`src/rtl/sample_pkg.sv`:
```
// Shared definitions for the acquisition stage and the memory-dump sender.
package sample_pkg;

   localparam int unsigned DEFAULT_DATA_WIDTH = 8;
   localparam int unsigned DEFAULT_ADDR_WIDTH = 16;
   localparam int unsigned DEFAULT_DIV_WIDTH  = 16;

   // The sender compares its read address against CAPTURE_DEPTH-1.
   localparam int unsigned CAPTURE_DEPTH = 2 ** DEFAULT_ADDR_WIDTH;

   typedef enum logic [1:0] {
      IDLE      = 2'b00,
      ARMED     = 2'b01,
      CAPTURING = 2'b10,
      DONE      = 2'b11
   } captureState_e;

   // Clocks from entering CAPTURING up to and including the DONE cycle.
   function automatic int unsigned captureCycles(input int unsigned depth,
                                                 input int unsigned divider);
      return depth * (divider + 1) + 2;
   endfunction

endpackage

```
`src/rtl/sync2.sv`:
```
// Parameterised-width two-flop synchroniser with synchronous active-high reset.
module sync2 #(
   parameter int unsigned WIDTH = 8
) (
   input  logic             iClock,
   input  logic             iReset,
   input  logic [WIDTH-1:0] iData,
   output logic [WIDTH-1:0] oData
);

   logic [WIDTH-1:0] stage;

   always_ff @(posedge iClock) begin
      if (iReset) begin
         stage <= '0;
         oData <= '0;
      end else begin
         stage <= iData;
         oData <= stage;
      end
   end

endmodule

```
`src/rtl/sample_capture.sv`:
```
// Arms, optionally waits for a trigger, then writes 2^ADDR_WIDTH samples to the sample RAM.
// Optional trigger compare enabled by defining SAMPLE_CAPTURE_TRIGGER_EN.
module sample_capture
   import sample_pkg::*;
#(
   parameter int unsigned DATA_WIDTH = DEFAULT_DATA_WIDTH,
   parameter int unsigned ADDR_WIDTH = DEFAULT_ADDR_WIDTH,
   parameter int unsigned DIV_WIDTH  = DEFAULT_DIV_WIDTH
) (
   input  logic                  iClock,
   input  logic                  iReset,
   input  logic                  iArm,
   input  logic                  iAbort,
   input  logic [DATA_WIDTH-1:0] iSamples,
   input  logic [DIV_WIDTH-1:0]  iDivider,
`ifdef SAMPLE_CAPTURE_TRIGGER_EN
   input  logic [DATA_WIDTH-1:0] iTrigMask,
   input  logic [DATA_WIDTH-1:0] iTrigValue,
`endif
   output logic [ADDR_WIDTH-1:0] oWrAddress,
   output logic [DATA_WIDTH-1:0] oWrData,
   output logic                  oWrEnable,
   output logic                  oBusy,
   output logic                  oFinished
);

   captureState_e         state;
   logic [DIV_WIDTH-1:0]  divCount;
   logic [DATA_WIDTH-1:0] syncS;
   logic                  triggerHit;
   logic                  divHit;
   logic                  lastAddr;

   sync2 #(
      .WIDTH(DATA_WIDTH)
   ) uSync (
      .iClock(iClock),
      .iReset(iReset),
      .iData (iSamples),
      .oData (syncS)
   );

`ifdef SAMPLE_CAPTURE_TRIGGER_EN
   assign triggerHit = ((syncS ^ iTrigValue) & iTrigMask) == '0;
`else
   assign triggerHit = 1'b1;
`endif

   assign divHit   = (divCount == iDivider);
   assign lastAddr = (oWrAddress == '1);

   always_ff @(posedge iClock) begin
      if (iReset) begin
         state      <= IDLE;
         oWrAddress <= '0;
         oWrData    <= '0;
         oWrEnable  <= 1'b0;
         oBusy      <= 1'b0;
         oFinished  <= 1'b0;
         divCount   <= '0;
      end else if (iAbort && (state != IDLE)) begin
         // Abort drops any compare result of this cycle, so no trailing write.
         state      <= IDLE;
         oWrAddress <= '0;
         oWrEnable  <= 1'b0;
         oBusy      <= 1'b0;
         oFinished  <= 1'b0;
         divCount   <= '0;
      end else begin
         oWrEnable <= 1'b0;
         oFinished <= 1'b0;
         unique case (state)
            IDLE: begin
               oWrAddress <= '0;
               divCount   <= '0;
               if (iArm) begin
                  state <= ARMED;
                  oBusy <= 1'b1;
               end
            end
            ARMED: begin
               if (triggerHit) begin
                  state    <= CAPTURING;
                  divCount <= '0;
               end
            end
            CAPTURING: begin
               if (oWrEnable && lastAddr) begin
                  // Final word is on the bus now; address holds, never wraps.
                  state     <= DONE;
                  oBusy     <= 1'b0;
                  oFinished <= 1'b1;
               end else begin
                  if (oWrEnable) begin
                     oWrAddress <= oWrAddress + ADDR_WIDTH'(1);
                  end
                  if (divHit) begin
                     divCount  <= '0;
                     oWrEnable <= 1'b1;
                     oWrData   <= syncS;
                  end else begin
                     divCount <= divCount + DIV_WIDTH'(1);
                  end
               end
            end
            DONE: begin
               state      <= IDLE;
               oWrAddress <= '0;
            end
         endcase
      end
   end

endmodule
```
`config.mk`:
```
export PLATFORM = sky130hd
export DESIGN_NAME = sample_capture
export DESIGN_NICKNAME = d
export VERILOG_FILES = /design/src/rtl/sample_pkg.sv /design/src/rtl/sync2.sv /design/src/rtl/sample_capture.sv
export SDC_FILE = /design/constraint.sdc
export NUM_CORES = 1
export LEC_CHECK = 0
export ABC_CLOCK_PERIOD_IN_PS = 3200
export CORE_UTILIZATION = 53
export CTS_CLUSTER_DIAMETER = 120
export DETAILED_ROUTE_END_ITERATION = 16
export PLACE_DENSITY = 0.85
export RECOVER_POWER = 25
export SYNTH_ARGS = -nofsm -noshare
export SYNTH_HDL_FRONTEND = slang
export SYNTH_SLANG_ARGS = --single-unit
```
`constraint.sdc`:
```
create_clock -name iClock -period 3.2 [get_ports iClock]
set_clock_uncertainty 0.2 [all_clocks]
set_input_delay 0.48 -clock iClock [delete_from_list [all_inputs] [get_ports iClock]]
set_output_delay 0.48 -clock iClock [all_outputs]
set_load 0.005 [all_outputs]
```
==> impl_metrics.csv <==
group,metric,value,unit
timing,fin_crit,2540,ps
timing,layout_setup_ws,656,ps
logic_synthesis,ys_seq_area_frac,0.393,
pwr,power,2.15,mW
die,io_pins,55,
logic_synthesis,synth_nets,399,
placement,io_buffers,54,
route,drt_first_pass_iters,5,
cts,cts-root-buf,"clkbuf_8",
cts,cts_hold_buf,0,
logic_synthesis,synth_top_cell_area_share,0.393,
cts,cts.sinks,61,
critical_path,r2r_end,"oWrAddress[12]",
route,drc_errors,0,
pwr,power.density,557,nW/um^2
timing,post-route-period-util,0.795,
logic_synthesis,synthFlopType,"dfxtp_1",
cts,cts_tree,"done",
critical_path,r2r_start,"state[0]",
global_route,track_usage,0.253,
cts,clock_latency,350,ps
die,fp.dieArea,6170,um^2
placement,place_congestion,0.835,
timing,rsz0062_at_grt,"false",
finish,syn2layout_area_growth,24.1,%
pwr,p_leak,1.26,nW
finish,design_area,3850,um^2
placement,placed_area,3660,um^2
cts,clockBufferDepth,2,
route,viasPerCell,6.00,
route,wl,7430,um
logic_synthesis,synth_edf_count,0,
placement,dpl_worst_slack,356,ps
cts,post_cts_buffers,0,
global_route,antenna_found_initial,0,
hold_path,hold_depth,1,
global_route,grt_pass1_vias,2641,
timing,report.final.slew_viol_count,0,
logic_synthesis,ys_types,53,
hold_path,min_path_type,"reg2reg",
cts,h-tree-depth,3,
critical_path,path_class,"reg2reg",
finish,fill_cells,445,
logic_synthesis,synth.avg_cell_area,8.50,um^2
die,core,5570,um^2
timing,max_freq,393,MHz
hold_path,hold_path_startpoint,"uSync.stage[2]",
timing,hold_viol_final,0,
cts,cts_inserted_buffers,9,
logic_synthesis,ys_ff_latch,61,
finish,post-route-util,0.691,
route,postRouteAntennaNets,0,
critical_path,path_max_fanout,13,
die,placementRows,27,
finish,n_antenna_cell,0,
timing,setup_violations,0,
logic_synthesis,yosys.area.top_type,"dfxtp_1",
critical_path,crit_required,3280,ps
critical_path,crit_start,"state[0]",
logic_synthesis,synthesis.area,3100,um^2
global_route,grt-ovfl-total,0,
placement,dp_hpwl,5050,um
route,drt_iter0_markers,206,
cts,clk_pin_slew,70,ps
logic_synthesis,synth_area_leaders,"dfxtp_1, a21oi_1, xnor2_1, nand3_1, nand2_1",
finish,layout.nets,444,
critical_path,r2r_setup_slack,660,ps
global_route,grt_pass1_wl,12200,um
critical_path,end_kind,"flop",
logic_synthesis,yosysWarnings,0,
timing,worst_slew_pin_slew,1070,ps
timing,max_slew_margin,0.285,
route,vias,2922,
critical_path,worstPathArrival,2620,ps
timing,setup_tns,0,ps
hold_path,hold_end,"uSync.oData[2]",
logic_synthesis,synth_async_sr_flop_share,0,
outcome,status,"completed",
pwr,peakVddDrop,0.000511,V
die,dieHeight,78.5,um
critical_path,start_kind,"flop",
logic_synthesis,synth_most_common_cell,"dfxtp_1",
flow_run,drv_cap,0,
finish,layout-drive-gt1-share,0.101,
logic_synthesis,yosys-top-cells-count,"dfxtp_1, nand2_1, a21oi_1",
die,die_w,78.5,um
route,wl_per_cell,15.3,um
logic_synthesis,syn_inst,365,
cts,cts.repair.resized,0,
die,initial_core_util,0.557,
global_route,grt_max_degree,31,
critical_path,ff2ff_path_depth,6,
## where the power goes
group          total, mW  switching (mW)  internal (mW)
clock              0.691           0.329          0.362
sequential         0.821          0.0284          0.793
combinational      0.634           0.401          0.232
total               2.15           0.759           1.39
## flip-flops by register name, summed over array words and instances, names as in the netlist, 2 cells and up
register / flops
divCount: 16
oWrAddress: 16
oWrData: 8
state: 2
uSync.oData: 8
uSync.stage: 8
## placed cells by master, fill, tap and decap left out, types with 7 or more instances in the layout
master           Yosys  layout
o31ai_1              9       9
nor3_1              11      11
a22oi_1              7       7
nand2_1             33      33
a21oi_1             28      28
nor2_1              13      13
xnor2_1             16      16
nand3_1             25      25
nand4_1             18      18
dlygate4sd3_1        0       7
nor2b_1             19      19
clkdlybuf4s50_1      0      47
dfxtp_1             61      61
clkbuf_8             0       9
a31oi_1              9       9
o21ai_0             11      11
## final cells by class
class / count / area [um^2] / share of cell area
inverter: 3 / 11.3 / 0.00292
sequential: 61 / 1220 / 0.317
clock inverter: 7 / 73.8 / 0.0192
timing repair buffer: 60 / 582 / 0.151
tap: 72 / 90.1 / 0.0234
multi-input combinational: 275 / 1750 / 0.454
clock buffer: 9 / 124 / 0.0322
## cell families (layout without fill, tap and decap cells)
group / count (synthesis) / count (layout) / synth area share
AOI/OAI and AO/OA: 91 / 91 / 0.195
DFF: 61 / 61 / 0.393
buffers and inverters: 29 / 79 / 0.0427
adders and majority gates: 6 / 6 / 0.0242
muxes: 2 / 2 / 0.00685
and+or+nand+nor: 160 / 160 / 0.292
xor gates and xnor gates: 16 / 16 / 0.0451
## worst max-delay path: stages (launching register included)
cell and delay, ps:
dfxtp_1 370, inv_1 90, ha_1 540, inv_1 220, a211o_4 390, or4_4 520, a21oi_2 140
## layer usage
metal,wire length [um],part of all wire,vias to the layer above,GRT usage
met2,3470,0.47,121,0.383
met5,0,0,-,0
met1,3310,0.45,1348,0.335
met3,517,0.070,19,0.0709
met4,137,0.018,0,0.107
li1,-,-,1434,-
## worst max-delay path by stage
stage | depth (start not counted) | slack (ps) | end
floorplan | 7 | 930 | oWrAddress[12]
global placement | 6 | 440 | divCount[9]
detailed placement | 6 | 360 | divCount[10]
CTS | 6 | 680 | oWrAddress[12]
global route | 6 | 540 | divCount[14]
finish | 6 | 660 | oWrAddress[12]
## stage by stage
stage	hold WS, ps	std cells
finish	239	487
global route	261	487
CTS	242	487
detailed placement	225	471
global placement	217	471
floorplan	214	365
Power figures use the tool's default switching activity.
